--- config.mk ---
export PLATFORM = sky130hd
export DESIGN_NAME = wb_byte_master
export DESIGN_NICKNAME = d
export VERILOG_FILES = /design/src/rtl/wb_byte_master_pkg.sv /design/src/rtl/wb_lane_map.sv /design/src/rtl/wb_byte_master.sv
export SDC_FILE = /design/constraint.sdc
export NUM_CORES = 1
export LEC_CHECK = 0
export BUFFER_PORTS_ARGS = -buffer_cell sky130_fd_sc_hd__buf_2
export CORE_ASPECT_RATIO = 0.6
export CORE_MARGIN = 2
export CORE_UTILIZATION = 40
export CTS_CLUSTER_SIZE = 20
export DETAILED_ROUTE_END_ITERATION = 8
export PLACE_DENSITY = 0.66
export SLEW_MARGIN = 20
export SYNTH_ARGS = -nofsm -noshare
export SYNTH_HDL_FRONTEND = slang
export SYNTH_SLANG_ARGS = --single-unit
--- constraint.sdc ---
create_clock -name wbm_clk -period 3.52 [get_ports wbm_clk]
set_input_delay 0.352 -clock wbm_clk [delete_from_list [all_inputs] [get_ports wbm_clk]]
set_output_delay 0.352 -clock wbm_clk [all_outputs]
set_load 0.03 [all_outputs]
--- src/rtl/wb_byte_master_pkg.sv ---
// Shared encodings for the Wishbone byte master: transfer sizes, FSM states, lane masks.
// Pure constants and one helper function, no logic.
// Lanes are big-endian: byte offset 0 lives on bits [31:24] / sel[3].
package wb_byte_master_pkg;

  localparam logic [1:0] SIZE_BYTE = 2'b00;
  localparam logic [1:0] SIZE_HALF = 2'b01;
  localparam logic [1:0] SIZE_WORD = 2'b10;

  localparam logic [3:0] SEL_NONE = 4'b0000;
  localparam logic [3:0] SEL_B0   = 4'b1000;
  localparam logic [3:0] SEL_H0   = 4'b1100;
  localparam logic [3:0] SEL_H1   = 4'b0011;
  localparam logic [3:0] SEL_WORD = 4'b1111;

  typedef enum logic [1:0] {
    ST_IDLE = 2'd0,
    ST_BUS  = 2'd1,
    ST_RESP = 2'd2
  } state_t;

  // Byte lane select for a byte offset (offset 0 -> 1000, offset 3 -> 0001).
  function automatic logic [3:0] byte_sel(input logic [1:0] off);
    return SEL_B0 >> off;
  endfunction

endpackage

--- src/rtl/wb_lane_map.sv ---
// Purpose: maps size/offset to Wishbone byte selects, replicates write data, extracts read data.
// Latency: purely combinational.
// Backpressure: none; misalign also flags the illegal size encoding.
module wb_lane_map
  import wb_byte_master_pkg::*;
(
  input  logic [1:0]  size,
  input  logic [1:0]  off,
  input  logic [31:0] wdata,
  input  logic [31:0] rdata,
  output logic [3:0]  sel,
  output logic [31:0] wdata_rep,
  output logic [31:0] rdata_ext,
  output logic        misalign
);

  // Decode lane selects and data steering for the current size/offset.
  always_comb begin
    sel       = SEL_NONE;
    wdata_rep = '0;
    rdata_ext = '0;
    misalign  = 1'b0;
    case (size)
      SIZE_BYTE: begin
        sel       = byte_sel(off);
        wdata_rep = {4{wdata[7:0]}};
        case (off)
          2'd0:    rdata_ext = {24'd0, rdata[31:24]};
          2'd1:    rdata_ext = {24'd0, rdata[23:16]};
          2'd2:    rdata_ext = {24'd0, rdata[15:8]};
          default: rdata_ext = {24'd0, rdata[7:0]};
        endcase
      end
      SIZE_HALF: begin
        misalign  = off[0];
        sel       = off[0] ? SEL_NONE : (off[1] ? SEL_H1 : SEL_H0);
        wdata_rep = {2{wdata[15:0]}};
        rdata_ext = off[1] ? {16'd0, rdata[15:0]} : {16'd0, rdata[31:16]};
      end
      SIZE_WORD: begin
        misalign  = (off != 2'd0);
        sel       = misalign ? SEL_NONE : SEL_WORD;
        wdata_rep = wdata;
        rdata_ext = rdata;
      end
      default: misalign = 1'b1;
    endcase
  end

endmodule

--- src/rtl/wb_byte_master.sv ---
// Purpose: Wishbone B3 classic single-transfer initiator driven by a valid/ready command stream.
// Latency: accept N, cyc N+1, earliest response N+2; rejected commands respond at N+1.
// Backpressure: one transfer outstanding; cmd_ready low in BUS/RESP, response held until rsp_ready.
module wb_byte_master
  import wb_byte_master_pkg::*;
#(
  parameter int ADR_WIDTH = 32,
  parameter int TIMEOUT   = 255
) (
  input  logic                 wbm_clk,
  input  logic                 wbm_rst,
  input  logic                 cmd_valid,
  output logic                 cmd_ready,
  input  logic                 cmd_we,
  input  logic [1:0]           cmd_size,
  input  logic [ADR_WIDTH-1:0] cmd_adr,
  input  logic [31:0]          cmd_dat,
  output logic                 rsp_valid,
  input  logic                 rsp_ready,
  output logic [31:0]          rsp_dat,
  output logic                 rsp_err,
  output logic                 rsp_timeout,
  output logic [ADR_WIDTH-1:0] wbm_adr_o,
  output logic [31:0]          wbm_dat_o,
  output logic [3:0]           wbm_sel_o,
  output logic                 wbm_we_o,
  output logic                 wbm_cyc_o,
  output logic                 wbm_stb_o,
  input  logic [31:0]          wbm_dat_i,
  input  logic                 wbm_ack_i,
  input  logic                 wbm_err_i
);

  // A zero TIMEOUT disables the abort; the counter then collapses to one idle bit.
  localparam int             CW     = (TIMEOUT > 0) ? $clog2(TIMEOUT + 1) : 1;
  localparam logic [CW-1:0]  TO_MAX = CW'(TIMEOUT);
  localparam bit             TO_EN  = (TIMEOUT != 0);

  state_t        state, state_nxt;
  logic [1:0]    cur_size;
  logic [CW-1:0] to_cnt;
  logic [1:0]    map_size, map_off;
  logic [3:0]    lane_sel;
  logic [31:0]   lane_wdat, lane_rdat;
  logic          lane_misalign;
  logic          accept, term_ack, term_err, term_to, term_any;

  assign cmd_ready = (state == ST_IDLE) && !wbm_rst;
  assign accept    = cmd_valid && cmd_ready;
  assign wbm_stb_o = wbm_cyc_o;

  // err dominates ack; timeout only fires when the slave stays silent.
  assign term_err = (state == ST_BUS) && wbm_err_i;
  assign term_ack = (state == ST_BUS) && wbm_ack_i && !wbm_err_i;
  assign term_to  = (state == ST_BUS) && TO_EN && !wbm_ack_i && !wbm_err_i && (to_cnt == TO_MAX);
  assign term_any = term_err || term_ack || term_to;

  // The lane map sees the incoming command in IDLE and the latched transfer afterwards.
  assign map_size = (state == ST_IDLE) ? cmd_size : cur_size;
  assign map_off  = (state == ST_IDLE) ? cmd_adr[1:0] : wbm_adr_o[1:0];

  wb_lane_map u_lane_map (
    .size      (map_size),
    .off       (map_off),
    .wdata     (cmd_dat),
    .rdata     (wbm_dat_i),
    .sel       (lane_sel),
    .wdata_rep (lane_wdat),
    .rdata_ext (lane_rdat),
    .misalign  (lane_misalign)
  );

  // State register.
  always_ff @(posedge wbm_clk) begin
    if (wbm_rst) state <= ST_IDLE;
    else         state <= state_nxt;
  end

  // Next-state decode.
  always_comb begin
    state_nxt = state;
    case (state)
      ST_IDLE: if (accept)    state_nxt = lane_misalign ? ST_RESP : ST_BUS;
      ST_BUS:  if (term_any)  state_nxt = ST_RESP;
      ST_RESP: if (rsp_ready) state_nxt = ST_IDLE;
      default:                state_nxt = ST_IDLE;
    endcase
  end

  // Bus outputs, timeout counter and response registers.
  always_ff @(posedge wbm_clk) begin
    if (wbm_rst) begin
      wbm_cyc_o   <= 1'b0;
      wbm_we_o    <= 1'b0;
      wbm_sel_o   <= SEL_NONE;
      wbm_adr_o   <= '0;
      wbm_dat_o   <= '0;
      cur_size    <= SIZE_BYTE;
      to_cnt      <= '0;
      rsp_valid   <= 1'b0;
      rsp_err     <= 1'b0;
      rsp_timeout <= 1'b0;
      rsp_dat     <= '0;
    end else begin
      case (state)
        ST_IDLE: begin
          if (accept) begin
            if (lane_misalign) begin
              rsp_valid   <= 1'b1;
              rsp_err     <= 1'b1;
              rsp_timeout <= 1'b0;
              rsp_dat     <= '0;
            end else begin
              wbm_cyc_o <= 1'b1;
              wbm_we_o  <= cmd_we;
              wbm_adr_o <= cmd_adr;
              wbm_sel_o <= lane_sel;
              wbm_dat_o <= lane_wdat;
              cur_size  <= cmd_size;
              to_cnt    <= '0;
            end
          end
        end
        ST_BUS: begin
          if (term_any) begin
            wbm_cyc_o   <= 1'b0;
            rsp_valid   <= 1'b1;
            rsp_err     <= term_err || term_to;
            rsp_timeout <= term_to;
            rsp_dat     <= (term_ack && !wbm_we_o) ? lane_rdat : 32'd0;
          end else if (to_cnt != TO_MAX) begin
            to_cnt <= to_cnt + 1'b1;
          end
        end
        ST_RESP: begin
          if (rsp_ready) rsp_valid <= 1'b0;
        end
        default: ;
      endcase
    end
  end

endmodule

==> reports/metrics.csv, run 1 <==
metric,value,unit
initial antenna violation count,0,
Slew Limit Fails,0,
# rows,31,
Via Count,5182,
"flops & latches, synth",117,
number of global-route vias before repair,4730,
worst rel slew slack,0.466,
GR Overflow Total,0,
Synth area leaders,"dfxtp_1 48%, nand2_1 8.8%, a21oi_1 6.8%",
final weighted congestion in routability-driven placement,0.878,
HPWL after detailed placement,11400,um
CTS root buf,clkbuf_16,
Post-synth EDFFs,0,
DRC,0,
crit path time final,2.75,ns
crit share post-route,0.780,
Core Footprint,0.0120,sq mm
clock latency on the worst-skew pair,0.40,ns
"Primary FF master, synth",dfxtp_1,
Post-synth top cells,"117 x dfxtp_1, 115 x nand2_1, 66 x a21oi_1, 55 x nor2_1, 33 x clkbuf_1",
Worst Path Buf+Inv,0,
die area,0.0132,sq mm
Cell Count Post-Placement,929,
CTS Buf Count,17,
CP Cell Sequence,nor2_4 > mux2_2 > o211ai_1 > nand3_1 > or4_1 > a21oi_1,
ys async rst share,0,
Die X,147,um
max incr delay on CP,0.62,ns
Worst-path clk slew,0.06,ns
"Seq/Total Area, Yosys",0.479,
crit end category,flop,
area share of the largest cell type after synthesis,0.479,
leakage power total,3.00,nW
Hold Crit Class,in -> reg,
cts hold-fix bufs,0,
WL/cell,16.7,um
All-Layer GR Usage,0.235,
Setup-failing EPs final,0,
maximum fanout along the worst path,17,
pwr dens,554,mW/mm^2
P&R area growth vs syn,36.5,%
IO buf count,211,
initial core utilization,0.408,
Antenna diodes,0,
Syn Std Cell Area,0.00489,sq mm
clk_skew,0.0108,ns
setup repair bufs after CTS,0,
htree depth,4,
clock tree from TritonCTS,yes,
data required time of the worst path,3.86,ns
"count leader, synth",dfxtp_1,
largest net degree at the start of global routing,72,
unrepaired setup endpoints after global routing,false,
run status,finished clean,
Crit path max-delay family,simple AND/OR/NAND/NOR gates,
Final Hold Vio Count,0,
"area leader, netlist",dfxtp_1,
chip height,89.7,um
Worst EP arrival,3.08,ns
Yosys cell types,49,
share of cells above drive strength 1,0.337,
CP Launch Type,flop,
vias per cell,5.40,
total power,3.70,mW
total wire length,16000,um
ANT nets after route,0,
Mapped Avg Cell Area,8.35,sq um
slowest CP cell,or4_1,
syn_nets,692,
worst slew pin tran,0.802,ns
post-route insts no fill,960,
Max VDD drop,0.341,mV
post-CTS sizing,0,
Max Cap Viol,0,
fill count,1106,
Sink Count,117,
TritonRoute pass-1 iters,7,
initial DRC count,498,
kind of critical path,reg -> reg,
clock buffer depth,2,
first-pass GRT wire length,24400,um
post-synthesis cell count,586,
Final nets,889,
Ys Warns,0,
TNS Setup,0,ns
IO Pins,212,
Max Fclk,364,MHz
==> kinds of logic (layout without fill, tap and decap cells) <==
kind of cell    Yosys count  count (layout)  share of synthesized area
simple gates            227             227                      0.204
compound gates          168             168                      0.229
flops                   117             117                      0.479
buf+inv                  54             263                     0.0465
mux                      17              17                     0.0358
xor+xnor                  2               2                    0.00358
fa+ha+maj                 1               1                    0.00256
==> final timing paths <==
path / slack, ns / endpoint / startpoint / cells after the start
worst max-delay path: 0.77 / to_cnt[7] / state[0] / 6
worst min register to register: 0.44 / rsp_dat[7] / rsp_dat[7] / 2
worst max register to register: 0.77 / to_cnt[7] / state[0] / 6
worst min-delay path: 0.17 / rsp_dat[8] / wbm_dat_i[8] / 3
==> layout by cell type, fill, tap and decap left out, types with 10 or more instances in the layout <==
master,netlist,layout
inv_1,11,11
dfxtp_1,117,117
buf_2,6,210
o21ai_1,11,11
nor2_1,55,55
a22oi_1,16,16
a222oi_1,16,16
nor3_1,17,17
a211oi_1,10,10
mux2i_1,13,13
a221oi_1,16,16
a21oi_1,66,66
clkbuf_16,0,17
nand2_1,115,115
==> metal layers <==
layer / part of all wire / wire length, um / GRT usage / vias up
met5: 0 / 0 / 0 / -
met4: 0.012 / 195 / 0.0883 / 0
met3: 0.090 / 1450 / 0.0747 / 21
met2: 0.43 / 6870 / 0.341 / 240
met1: 0.47 / 7470 / 0.328 / 2426
li1: - / - / - / 2495
==> metrics by stage <==
stage | hold WS, ns | instance area, sq um | setup WS, ns | utilization
after floorplan | 0.448 | 4890 | 1.49 | -
after global placement | 0.428 | 6060 | 0.859 | 0.506
after detailed placement | 0.436 | 6060 | 0.787 | 0.506
after CTS | 0.153 | 6680 | 0.792 | 0.557
after global routing | 0.167 | 6680 | 0.548 | 0.557
final | 0.171 | 6680 | 0.773 | 0.557
==> final cells by class <==
cell class,count,area (sq um),share of cell area
inverter,12,47.5,0.00712
clock inverter,9,151,0.0227
timing repair buffer,220,1140,0.170
clock buffer,22,464,0.0695
sequential,117,2340,0.351
multi-input combinational,415,2330,0.349
tap,165,206,0.0309
==> registers in the layout, summed over array words and instances (netlist names), 2 cells and up <==
signal	count
wbm_dat_o	32
state	2
wbm_adr_o	32
cur_size	2
rsp_dat	32
wbm_sel_o	4
to_cnt	8
==> power by group <==
group | leakage, nW | total, mW | internal (mW) | switching [mW]
logic | 1.75 | 0.493 | 0.167 | 0.326
registers | 0.948 | 1.40 | 1.37 | 0.0287
clock network | 0.300 | 1.82 | 1.22 | 0.600
total | 3.00 | 3.70 | 2.75 | 0.954
==> tightest hold or removal path, cell delays in order <==
cell and delay, ns:
buf_2 0.09, a222oi_1 0.06, inv_1 0.05
(Power assumes the default switching activity.)
==> inputs of run 2 (changes only) <==
--- a/config.mk
+++ b/config.mk
@@ -5,13 +5,14 @@
 export SDC_FILE = /design/constraint.sdc
 export NUM_CORES = 1
 export LEC_CHECK = 0
+export ABC_AREA = 1
 export BUFFER_PORTS_ARGS = -buffer_cell sky130_fd_sc_hd__buf_2
 export CORE_ASPECT_RATIO = 0.6
 export CORE_MARGIN = 2
 export CORE_UTILIZATION = 40
 export CTS_CLUSTER_SIZE = 20
 export DETAILED_ROUTE_END_ITERATION = 8
-export PLACE_DENSITY = 0.66
+export PLACE_DENSITY = 0.67
 export SLEW_MARGIN = 20
 export SYNTH_ARGS = -nofsm -noshare
 export SYNTH_HDL_FRONTEND = slang
==> constraint.sdc (replaced) <==
create_clock -name wbm_clk -period 2.5 [get_ports wbm_clk]
set_input_delay 0.25 -clock wbm_clk [delete_from_list [all_inputs] [get_ports wbm_clk]]
set_output_delay 0.25 -clock wbm_clk [all_outputs]
set_load 0.03 [all_outputs]
==> reports/metrics.csv, run 2 <==
metric,value,unit,change
run status,finished clean,,
Worst EP arrival,2.54,ns,-0.54 ns
Mapped Avg Cell Area,6.58,sq um,-21%
chip height,94.8,um,+5.7%
clock tree from TritonCTS,yes,,
Yosys cell types,25,,-49%
"flops & latches, synth",117,,unchanged
Worst-path clk slew,0.06,ns,about the same
Sink Count,117,,unchanged
clock latency on the worst-skew pair,0.40,ns,about the same
slowest CP cell,dfxtp_1,,
Syn Std Cell Area,0.00550,sq mm,+12%
data required time of the worst path,2.82,ns,-1.04 ns
max incr delay on CP,0.43,ns,-0.19 ns
initial antenna violation count,2,,+2
first-pass GRT wire length,28100,um,+15%
initial DRC count,468,,-6.0%
Slew Limit Fails,0,,unchanged
share of cells above drive strength 1,0.265,,-0.0725
crit end category,flop,,
Final Hold Vio Count,0,,unchanged
vias per cell,5.00,,-7.4%
TNS Setup,0,ns,unchanged
reg2reg start,state[1],,
maximum fanout along the worst path,36,,+19
largest net degree at the start of global routing,82,,+14%
Synth area leaders,"dfxtp_1 43%, nand2_1 22%, a21oi_1 10%",,
cts hold-fix bufs,0,,unchanged
number of global-route vias before repair,5356,,+13%
All-Layer GR Usage,0.242,,+0.00703
Worst Hold Depth,3,,unchanged
total wire length,18100,um,+13%
unrepaired setup endpoints after global routing,false,,
crit share post-route,0.887,,+0.106
ys async rst share,0,,unchanged
P&R area growth vs syn,32.7,%,
Core Footprint,0.0135,sq mm,+13%
CTS root buf,clkbuf_16,,
Max VDD drop,0.615,mV,+80%
Crit. path cell count,13,,+7
post-CTS sizing,0,,unchanged
"count leader, synth",nand2_1,,
IO Pins,212,,unchanged
IO buf count,211,,unchanged
CP Cell Sequence,inv_2 > nand2_2 > nand2_1 > nand2_2 > nand2_1 > nand2_1 > nand2_1 > inv_2 > nand2_2 > inv_2 > buf_12 > o21ai_0 > nor2_1,,
Post-synth EDFFs,0,,unchanged
TritonRoute pass-1 iters,5,,-2
total power,9.00,mW,+140%
CTS Buf Count,17,,unchanged
"most common cell after layout, fill and taps aside",nand2_1,,
final weighted congestion in routability-driven placement,0.899,,+2.4%
Hold Crit Start,cmd_adr[21],,
htree depth,4,,unchanged
syn_nets,942,,+36%
GR Overflow Total,0,,unchanged
Setup-failing EPs final,0,,unchanged
"area leader, netlist",dfxtp_1,,
die area,0.0147,sq mm,+12%
Crit path max-delay family,simple AND/OR/NAND/NOR gates,,
Die X,155,um,+5.9%
"Seq/Total Area, Yosys",0.426,,-0.0528
worst slew pin tran,0.915,ns,+0.113 ns
Hold Crit Class,in -> reg,,
setup repair bufs after CTS,0,,unchanged
most frequent cells in the layout,"317 x nand2_1, 210 x buf_2, 117 x dfxtp_1",,
WL/cell,14.8,um,-11%
Antenna diodes,0,,unchanged
Most common cell on crit path,nand2_1,,
pwr dens,1230,mW/mm^2,+120%
Regs by FF count,"rsp_dat (32), wbm_adr_o (32), wbm_dat_o (32)",,
Ys Warns,0,,unchanged
Post-synth top cells,"317 x nand2_1, 117 x dfxtp_1, 114 x a21oi_1, 64 x nand3_1, 53 x nor2_1",,
worst r2r path cells,13,,+7
crit path time final,2.22,ns,-0.530 ns
clock buffer depth,2,,unchanged
initial core utilization,0.406,,-0.00215
Via Count,6107,,+18%
CP startpoint,state[1],,
post-synthesis cell count,836,,+43%
DRC,0,,unchanged
Final nets,1140,,+28%
clk_skew,0.0136,ns,+0.00283 ns
CP Launch Type,flop,,
HPWL after detailed placement,12900,um,+13%
# rows,33,,+6.5%
ANT nets after route,0,,unchanged
leakage power total,3.51,nW,+17%
area share of the largest cell type after synthesis,0.426,,-0.0528
Worst Path Buf+Inv,4,,+4
"Primary FF master, synth",dfxtp_1,,
Max Cap Viol,0,,unchanged
worst rel slew slack,0.390,,-0.0755
Max Fclk,451,MHz,+24%
kind of critical path,reg -> reg,,
-- run 2: cell count changes after synthesis, sizes merged, moves of 22 or more --
cell / delta
nand3: +55
a21oi: +47
buf: +22
inv: +37
nand2: +210
-- run 2: layout make-up --
cell class	count	area, sq um
clock buffers	20	457
multi-input cells	621	2730
inverters	49	184
repair buffers	228	1210
flip-flops and latches	117	2340
well taps	175	219
clock inverters	12	153
fillers	1386	6240
-- run 2: worst reg2reg max path: cells and delay by family, from the launching register on --
| family | cells | cell delay, ns |
|---|---|---|
| flip-flops | 1 | 0.43 |
| AND/OR/NAND/NOR | 8 | 0.87 |
| AO/OA/AOI/OAI | 1 | 0.10 |
| buffers and inverters | 4 | 0.77 |
-- run 2: kinds of logic after synthesis --
group                      after synthesis  synth area share
xor gates and xnor gates                 3           0.00478
buffers and inverters                   98            0.0780
and+or+nand+nor                        468             0.351
DFF                                    117             0.426
AOI/OAI and AO/OA                      149             0.138
adders and majority gates                1           0.00227
-- run 2: metal layers --
metal / wire length [um] / track usage / vias to the layer above / part of all wire
met4: 105 / 0.0558 / 2 / 0.0058
met5: 13 / 0 / - / 0.00072
met2: 7150 / 0.321 / 259 / 0.39
li1: - / - / 3087 / -
met1: 9070 / 0.371 / 2744 / 0.50
met3: 1800 / 0.0753 / 15 / 0.099
-- run 2: worst paths after layout --
check | endpoint | slack (ns)
worst min-delay path | wbm_adr_o[21] | 0.09
worst min register to register | rsp_err | 0.44
worst max register to register | wbm_dat_o[4] | 0.28
worst max-delay path | wbm_dat_o[4] | 0.28
-- run 2: power by group --
group,total (mW),switching (mW),internal [mW],leakage (nW)
sequential,2.28,0.154,2.13,0.948
clock,2.51,0.892,1.62,0.288
combinational,4.21,3.03,1.18,2.28
-- run 2: stage by stage --
stage	utilization	instances	hold slack [ns]	instance area [sq um]	worst slack [ns]
finish	0.539	1222	0.0946	7300	0.283
global route	0.539	1222	0.0855	7300	0.0940
CTS	0.539	1222	0.0797	7290	0.288
detailed placement	0.494	1190	0.442	6690	0.303
global placement	0.494	1190	0.438	6690	0.390
floorplan	-	836	0.385	5500	0.860
